**src/rtl/ioctl_pkg.sv**
```systemverilog
// Shared types and constants for the HPS ioctl download/upload responders.
// File indices match the ones used by the ROM/font download path.
package ioctl_pkg;

  typedef enum logic [2:0] {
    ST_IDLE   = 3'd0,
    ST_REQ    = 3'd1,
    ST_ACTIVE = 3'd2,
    ST_FETCH  = 3'd3,
    ST_DONE   = 3'd4
  } upl_state_t;

  localparam logic [7:0] IDX_BIOS    = 8'd0;
  localparam logic [7:0] IDX_FONT    = 8'd1;
  localparam logic [7:0] IDX_CAPTURE = 8'd2;

  // True when a 25-bit HPS byte address falls inside a 2**addr_w byte RAM.
  function automatic logic addr_in_range(input logic [24:0] addr, input int unsigned addr_w);
    return ((addr >> addr_w) == 25'd0);
  endfunction

endpackage

```
**src/rtl/ioctl_rd_pipe.sv**
```systemverilog
// MEM_LAT-deep valid shift register: raises capture exactly when RAM data
// for a launched read is present on mem_q.
module ioctl_rd_pipe #(
  parameter int MEM_LAT = 1
) (
  input  logic clk_sys,
  input  logic reset,
  input  logic flush,
  input  logic launch,
  output logic capture
);

  logic [MEM_LAT-1:0] valid_r;

  // Shift launched reads along; flush discards in-flight fetches on abort
  always_ff @(posedge clk_sys or posedge reset) begin
    if (reset) begin
      valid_r <= {MEM_LAT{1'b0}};
    end else if (flush) begin
      valid_r <= {MEM_LAT{1'b0}};
    end else begin
      valid_r[0] <= launch;
      for (int i = 1; i < MEM_LAT; i++) begin
        valid_r[i] <= valid_r[i-1];
      end
    end
  end

  assign capture = valid_r[MEM_LAT-1];

endmodule

```
**src/rtl/ioctl_upload_responder.sv**
```systemverilog
// Core-side responder for HPS ioctl uploads: requests an upload on save_req
// and answers each ioctl_rd strobe with one byte fetched from core RAM.
module ioctl_upload_responder
  import ioctl_pkg::*;
#(
  parameter logic [7:0]  UPLOAD_INDEX = IDX_CAPTURE,
  parameter int          ADDR_W       = 14,
  parameter int          MEM_LAT      = 1,
  parameter logic [7:0]  PAD_BYTE     = 8'hFF,
  parameter logic [23:0] REQ_TIMEOUT  = 24'd12_000_000
) (
  input  logic              clk_sys,
  input  logic              reset,
  input  logic              save_req,
  input  logic              ioctl_upload,
  input  logic [7:0]        ioctl_index,
  input  logic              ioctl_rd,
  input  logic [24:0]       ioctl_addr,
  output logic              ioctl_upload_req,
  output logic [7:0]        ioctl_din,
  output logic [ADDR_W-1:0] mem_addr,
  output logic              mem_rd,
  input  logic [7:0]        mem_q,
  output logic              busy,
  output logic              done,
  output logic              err
);

  upl_state_t        state_r, state_s;
  logic [23:0]       cnt_r, cnt_s;
  logic              err_r, err_s;
  logic [7:0]        din_r, din_s;
  logic [ADDR_W-1:0] addr_r, addr_s;
  logic              upload_req_r, busy_r, done_r;
  logic              mem_rd_s, flush_s, capture_s, in_range_s;

  ioctl_rd_pipe #(
    .MEM_LAT (MEM_LAT)
  ) u_rd_pipe (
    .clk_sys (clk_sys),
    .reset   (reset),
    .flush   (flush_s),
    .launch  (mem_rd_s),
    .capture (capture_s)
  );

  // Next-state, fetch issue and data capture decisions
  always_comb begin
    state_s    = state_r;
    cnt_s      = cnt_r;
    err_s      = err_r;
    din_s      = din_r;
    addr_s     = addr_r;
    mem_rd_s   = 1'b0;
    flush_s    = 1'b0;
    in_range_s = addr_in_range(ioctl_addr, ADDR_W);
    case (state_r)
      ST_IDLE: begin
        if (save_req) begin
          state_s = ST_REQ;
          err_s   = 1'b0;
          cnt_s   = 24'd0;
        end else begin
          state_s = ST_IDLE;
        end
      end
      ST_REQ: begin
        if (ioctl_upload && (ioctl_index == UPLOAD_INDEX)) begin
          state_s = ST_ACTIVE;
        end else if (cnt_r == (REQ_TIMEOUT - 24'd1)) begin
          state_s = ST_IDLE;
          err_s   = 1'b1;
        end else begin
          cnt_s = cnt_r + 24'd1;
        end
      end
      ST_ACTIVE: begin
        // An upload fall beats a simultaneous read strobe
        if (!ioctl_upload) begin
          state_s = ST_DONE;
          flush_s = 1'b1;
        end else if (ioctl_rd) begin
          addr_s = ioctl_addr[ADDR_W-1:0];
          if (in_range_s) begin
            mem_rd_s = 1'b1;
            state_s  = ST_FETCH;
          end else begin
            din_s = PAD_BYTE;
          end
        end else begin
          state_s = ST_ACTIVE;
        end
      end
      ST_FETCH: begin
        if (!ioctl_upload) begin
          state_s = ST_DONE;
          flush_s = 1'b1;
        end else begin
          if (ioctl_rd) begin
            err_s = 1'b1;
          end else begin
            err_s = err_r;
          end
          if (capture_s) begin
            din_s   = mem_q;
            state_s = ST_ACTIVE;
          end else begin
            state_s = ST_FETCH;
          end
        end
      end
      ST_DONE: begin
        state_s = ST_IDLE;
      end
      default: begin
        state_s = ST_IDLE;
      end
    endcase
  end

  // State, counters and registered status outputs
  always_ff @(posedge clk_sys or posedge reset) begin
    if (reset) begin
      state_r      <= ST_IDLE;
      cnt_r        <= 24'd0;
      err_r        <= 1'b0;
      din_r        <= 8'h00;
      addr_r       <= {ADDR_W{1'b0}};
      upload_req_r <= 1'b0;
      busy_r       <= 1'b0;
      done_r       <= 1'b0;
    end else begin
      state_r      <= state_s;
      cnt_r        <= cnt_s;
      err_r        <= err_s;
      din_r        <= din_s;
      addr_r       <= addr_s;
      upload_req_r <= (state_s == ST_REQ);
      busy_r       <= (state_s == ST_REQ) || (state_s == ST_ACTIVE) || (state_s == ST_FETCH);
      done_r       <= (state_s == ST_DONE);
    end
  end

  // Read address and strobe go out in the strobe cycle itself
  assign mem_rd           = mem_rd_s;
  assign mem_addr         = mem_rd_s ? ioctl_addr[ADDR_W-1:0] : addr_r;
  assign ioctl_upload_req = upload_req_r;
  assign ioctl_din        = din_r;
  assign busy             = busy_r;
  assign done             = done_r;
  assign err              = err_r;

endmodule

```
**config.mk**
```make
export PLATFORM = sky130hd
export DESIGN_NAME = ioctl_upload_responder
export DESIGN_NICKNAME = d
export VERILOG_FILES = /design/src/rtl/ioctl_pkg.sv /design/src/rtl/ioctl_rd_pipe.sv /design/src/rtl/ioctl_upload_responder.sv
export SDC_FILE = /design/constraint.sdc
export NUM_CORES = 1
export LEC_CHECK = 0
export BUFFER_PORTS_ARGS = -buffer_cell sky130_fd_sc_hd__buf_4
export CAP_MARGIN = 20
export CORE_MARGIN = 4
export CORE_UTILIZATION = 42
export DETAILED_ROUTE_END_ITERATION = 12
export PLACE_DENSITY = 0.74
export SLEW_MARGIN = 20
export SYNTH_ARGS = -nofsm -noshare
export SYNTH_HDL_FRONTEND = slang
export SYNTH_SLANG_ARGS = --single-unit
```
**constraint.sdc**
```tcl
create_clock -name clk_sys -period 2.6 [get_ports clk_sys]
set_clock_uncertainty 0.05 [all_clocks]
set_input_delay 0 -clock clk_sys [delete_from_list [all_inputs] [get_ports clk_sys]]
set_output_delay 0 -clock clk_sys [all_outputs]
set_load 0.01 [all_outputs]
```
# [After elaboration in Yosys (flattened, before gate mapping)]
# Cells that the tools add are included.
[totals] register_bits=54 out_inout_bits=27
[classes] add_sub_neg=1 n_eq_ne=19 n_mux=33 n_reduce_logical=13
[ops] operator="24-bit 2-to-1 mux" n=3
[ops] operator="24-bit case mux with 2 select lines" n=1
[ops] operator="8-bit 2-to-1 mux" n=5
[ops] operator="25-bit logical NOT" n=1
[ops] operator="24-bit by 1-bit adder with 24-bit output, second input constant" n=1
[ops] operator="24-bit == test, second input constant" n=1
[ops] operator="3-bit 2-to-1 mux" n=6
[ops] operator="2-bit inequality test, second input constant" n=9
[ops] operator="8-bit case mux with 2 select lines" n=1
[ops] operator="1-bit 2-to-1 mux" n=14
[ops] operator="14-bit 2-to-1 mux" n=1
[ops] operator="3-bit by 2-bit == test with 1-bit output, second input constant" n=4
[ops] operator="3-bit case mux with 4 select lines" n=1
[ops] operator="6-bit AND reduction" n=2
[ops] operator="8-bit by 2-bit == test with 1-bit output, second input constant" n=1
[ops] operator="3-bit by 1-bit == test with 1-bit output, second input constant" n=2
[ops] operator="4-bit AND reduction" n=1
[ops] operator="2-bit nonzero test" n=2
[ops] operator="3-bit == test, second input constant" n=1
[ops] operator="3-bit logical NOT" n=1
[ops] operator="1-bit case mux with 3 select lines" n=1
[ops] operator="3-bit AND reduction" n=1
[ops] operator="3-bit nonzero test" n=1
[ops] operator="1-bit logical OR" n=2
[ops] operator="3 further kinds" n=3

# [Depth between registers and ports, before layout]
[logic_depth] word_depth=8 ltp_mapped=8 depth_no_buf=6

# [Cells and area by module]
# A second synthesis with hierarchy kept.
[unflattened] hier_cells=271 hier_area_um2=2867.8
[modules_own_cells] module="ioctl_upload_responder" n_inst=1 cells_each=268 area_per_inst_um2=2825.2 seq_area_each_um2=1326.3
[modules_own_cells] module="ioctl_rd_pipe" n_inst=1 cells_each=3 area_per_inst_um2=42.5 seq_area_each_um2=25.0

# [Least setup slack after synthesis]
# Ideal clock, no wire load.
[synth_path] kind="flip-flop to flip-flop" startpoint="register cnt_r[0]" endpoint="register state_r[0]" setup_time_ns=0.131 arrival_ns=2.132 required_ns=2.419 slack_ns=0.287 path_stages_with_launch=8 n_path_buf=1 path_cell_list="dfrtp_1 -> ha_1 -> nand4_1 -> or4b_1 -> o211ai_4 -> buf_8 -> nand2_4 -> or3_1"
[synth_via] elab_chain_len=4
[synth_lines] item="start, declared" line_no="ioctl_upload_responder.sv:30" rtl="logic [23:0] cnt_r, cnt_s;"
[synth_lines] item="start signal, assigned" line_no="ioctl_upload_responder.sv:134" rtl="cnt_r <= cnt_s;"
[synth_lines] item="24-bit == test" line_no="ioctl_upload_responder.sv:70" rtl="end else if (cnt_r == (REQ_TIMEOUT - 24'd1)) begin"
[synth_lines] item="3-bit 2-to-1 mux" line_no="ioctl_upload_responder.sv:70"
[synth_lines] item="3-bit 2-to-1 mux" line_no="ioctl_upload_responder.sv:68" rtl="if (ioctl_upload && (ioctl_index == UPLOAD_INDEX)) begin"
[synth_lines] item="3-bit case mux with 4 select lines" line_no="ioctl_upload_responder.sv:57" rtl="case (state_r)"
[synth_lines] item="via state_s[0]" line_no="ioctl_upload_responder.sv:29" rtl="upl_state_t state_r, state_s;"
[synth_lines] item="end signal, assigned" line_no="ioctl_upload_responder.sv:133" rtl="state_r <= state_s;"
[synth_lines] item="end, declared" line_no="ioctl_upload_responder.sv:29"
# The timed path passes the listed nets, and every way through them passes these cells.
# A chain may end at the register's enable or synchronous reset.

# [Final worst setup path]
# Same ends and word-level chain as after synthesis.

==> flow_metrics.py <==
metrics = {
    "worst_setup_path": {
        "end_kind": "flop",
        "reg2reg_slack_ps": 150,
        "r2r_cells": 7,
        "r2r-start": "cnt_r[0]",
        "start_kind": "flop",
        "critPathKind": "flop to flop",
        "arrival_ps": 2600,
        "worstReg2RegEnd": "state_r[0]",
        "critPathMaxFanout": 7,
        "required_ps": 2750,
    },
    "finish": {
        "final_layout_size_suffix_gt1_frac": 0.344,
        "num_antenna_cells": 0,
        "syn_to_final_growth_pct": 35.7,
        "n_fill_cell": 514,
        "final_nets": 427,
    },
    "synth": {
        "yosysWarnings": 0,
        "synth_top_cell_by_area": "dfrtp_1",
        "syn_nets": 319,
        "synthDistinctLibCells": 51,
        "yosys_register_bits": 54,
        "seq_area_frac_synth": 0.472,
        "synth_edf_count": 0,
        "async_flop_share": 1.00,
        "ys_top_cells_by_area": "dfrtp_1, mux2_2, nand2_1",
        "synth_cells": 272,
        "synth.avg_cell_area_um2": 10.5,
        "netlist.area_leader.share": 0.472,
        "syn_area_um2": 2860,
        "synth_ff_type": "dfrtp_1",
    },
    "sta": {
        "report.final.slew_viol_count": 0,
        "fin_hold_ws_ps": 21.9,
        "finalSetupTns_ps": 0,
        "fin_crit_sh": 0.944,
        "hold_viol": 0,
        "tightestPinTransition_ps": 988,
        "rsz0062_at_grt": "no",
        "fmax_ghz": 0.408,
        "relSlewSlack": 0.339,
        "setup_viol": 0,
        "timing.final.crit_period_ps": 2450,
    },
    "cts": {
        "cts_buffer_depth": 2,
        "cts_num_sinks": 54,
        "cts_buffers": 5,
        "clockRootBuffer": "clkbuf_8",
        "ctsResizeCount": 0,
        "cts_tree": "yes",
        "htreeDepth": 2,
        "path_clk_slew_ps": 100,
        "clk_latency_ps": 310,
    },
    "floorplanning": {
        "initial_core_util": 0.440,
        "die_area_um2": 8190,
        "num_rows": 29,
        "fp.dieW_um": 90.5,
        "dieHeight_um": 90.5,
        "ios": 73,
        "fp.coreArea_um2": 6490,
    },
    "pwr": {
        "p_sw_frac": 0.315,
        "p_comb_frac": 0.260,
        "power.density_nw_per_um2": 506,
        "p_leak_nw": 1.81,
        "power.switching_uw": 618,
        "p_clk_frac": 0.246,
        "p_int_mw": 1.35,
        "power_frac_seq": 0.493,
        "vdd_ir_drop_max_mv": 0.302,
    },
    "min_path": {
        "hp-start": "save_req",
        "hold_class": "input pin to flop",
        "hold_end": "err",
        "hold_depth": 3,
    },
    "route": {
        "wl_um": 7170,
        "dr.pass1.iters": 4,
        "ant_nets": 0,
        "wire_per_inst_um": 15.7,
        "viasPerCell": 5.66,
        "drc": 0,
        "vias": 2591,
        "drtIter0Drc": 173,
    },
    "grt": {
        "grt_pass1_vias": 2626,
        "grt_max_degree": 28,
        "grt_overflow": 0,
        "track_usage": 0.179,
        "antenna_found_initial": 0,
        "grt_pass1_wl_um": 12200,
    },
    "place": {
        "io_buffers": 72,
        "dp_hpwl_um": 5170,
        "place.gp.congestion": 0.849,
    },
    "status": {
        "status": "completed",
    },
    "flow_run": {
        "maxCapViolations": 0,
    },
}
final cells by class:
cell class / instances / area, µm² / share of cell area
inverter: 4 / 15.0 / 0.00387
multi-input combinational: 201 / 1410 / 0.362
clock buffer: 6 / 72.6 / 0.0187
tap: 77 / 96.3 / 0.0248
clock inverter: 2 / 17.5 / 0.00451
sequential: 54 / 1350 / 0.348
timing repair buffer: 114 / 923 / 0.238
critical path, cell delays in order (launching register included):
cell	delay, ps
dfrtp_1	450
ha_1	260
nand4_1	130
or4b_1	640
o211ai_4	300
buf_4	170
nand2_4	50
or3_1	300
power groups by stage:
stage	Clock [mW]	Sequential, mW	Combinational [mW]
4_1_cts	0.500	0.968	0.494
5_1_grt	0.528	0.984	0.563
6_report	0.484	0.969	0.511
3_3_place_gp	0	0.981	0.451
3_5_place_dp	0	0.984	0.464
2_1_floorplan	0	0.979	0.328
cell usage after synthesis (2+ instances only):
cell type	instances
o21ai_0	11
mux2i_1	3
nand3b_1	2
or3_1	2
a41o_1	2
nand2_1	28
buf_2	3
nor3_1	5
a21oi_1	14
inv_1	4
mux2_2	28
buf_6	4
nand4_1	8
and3_1	4
nand3_1	10
o31a_1	2
nor2b_1	2
nor2_1	14
clkbuf_1	5
nor4_1	4
o21a_1	2
or4_1	12
o31ai_1	12
and4_1	3
a31oi_1	2
and2_1	5
dfrtp_1	54
o211ai_1	4
registers in the layout, summed over array words and instances (netlist names):
| signal | flops |
|---|---|
| ioctl_upload_req | 1 |
| ioctl_din | 8 |
| state_r | 3 |
| busy | 1 |
| err | 1 |
| done | 1 |
| u_rd_pipe.capture | 1 |
| addr_r | 14 |
| cnt_r | 24 |
what timing repair did:
| item | in CTS | in global routing |
|---|---|---|
| hold endpoints to repair | 80 | 0 |
| setup buffers | 0 | 2 |
| endpoints found under the setup margin | 0 | 1 |
| hold buffers | 27 | 0 |
metal layers:
metal,wire length (µm),part of all wire,up-vias,track usage
li1,-,-,1240,-
met1,3010,0.42,1256,0.221
met2,3510,0.49,83,0.302
met3,547,0.076,12,0.0525
met4,110,0.015,0,0.0523
met5,0,0,-,0
placed cells by master, fill, tap and decap left out, types with 2 or more instances in the layout:
master / count
o211ai_1: 4
o31ai_1: 12
o21ai_0: 11
dlygate4sd3_1: 27
nand2_1: 28
mux2i_1: 3
and2_1: 5
a31oi_1: 2
nor2b_1: 2
a41o_1: 2
nor4_1: 4
nand3_1: 10
a21oi_1: 14
nand4_1: 8
clkbuf_8: 5
buf_4: 87
inv_1: 3
o31a_1: 2
or3_1: 2
or4_1: 12
nand3b_1: 2
and4_1: 3
dfrtp_1: 54
o21a_1: 2
nor2_1: 14
and3_1: 4
nor3_1: 5
mux2_2: 28
through the flow:
step                       util  cell area, µm²  instances  setup slack (ps)  power, mW
after global routing      0.598            3880        458              24.5       2.07
final                     0.598            3880        458               147       1.96
after global placement    0.540            3510        421               297       1.43
after detailed placement  0.540            3510        421               231       1.45
after floorplan               -            2860        272               287       1.31
after CTS                 0.595            3870        456               207       1.96
worst max-delay path by stage:
| stage | start | end | depth (start not counted) |
|---|---|---|---|
| after floorplan | cnt_r[0] | state_r[0] | 7 |
| after global placement | cnt_r[0] | cnt_r[5] | 7 |
| after detailed placement | cnt_r[0] | cnt_r[7] | 7 |
| after CTS | cnt_r[0] | cnt_r[5] | 7 |
| after global routing | cnt_r[0] | state_r[0] | 7 |
| final | cnt_r[0] | state_r[0] | 7 |
logic make-up after synthesis:
logic type | after synthesis | synth area share
simple gates | 112 | 0.227
fa+ha+maj | 1 | 0.00437
mux | 31 | 0.121
flops | 54 | 0.472
compound gates | 57 | 0.137
buf+inv | 17 | 0.0381
Note: power is estimated with default switching activity, not from simulation.
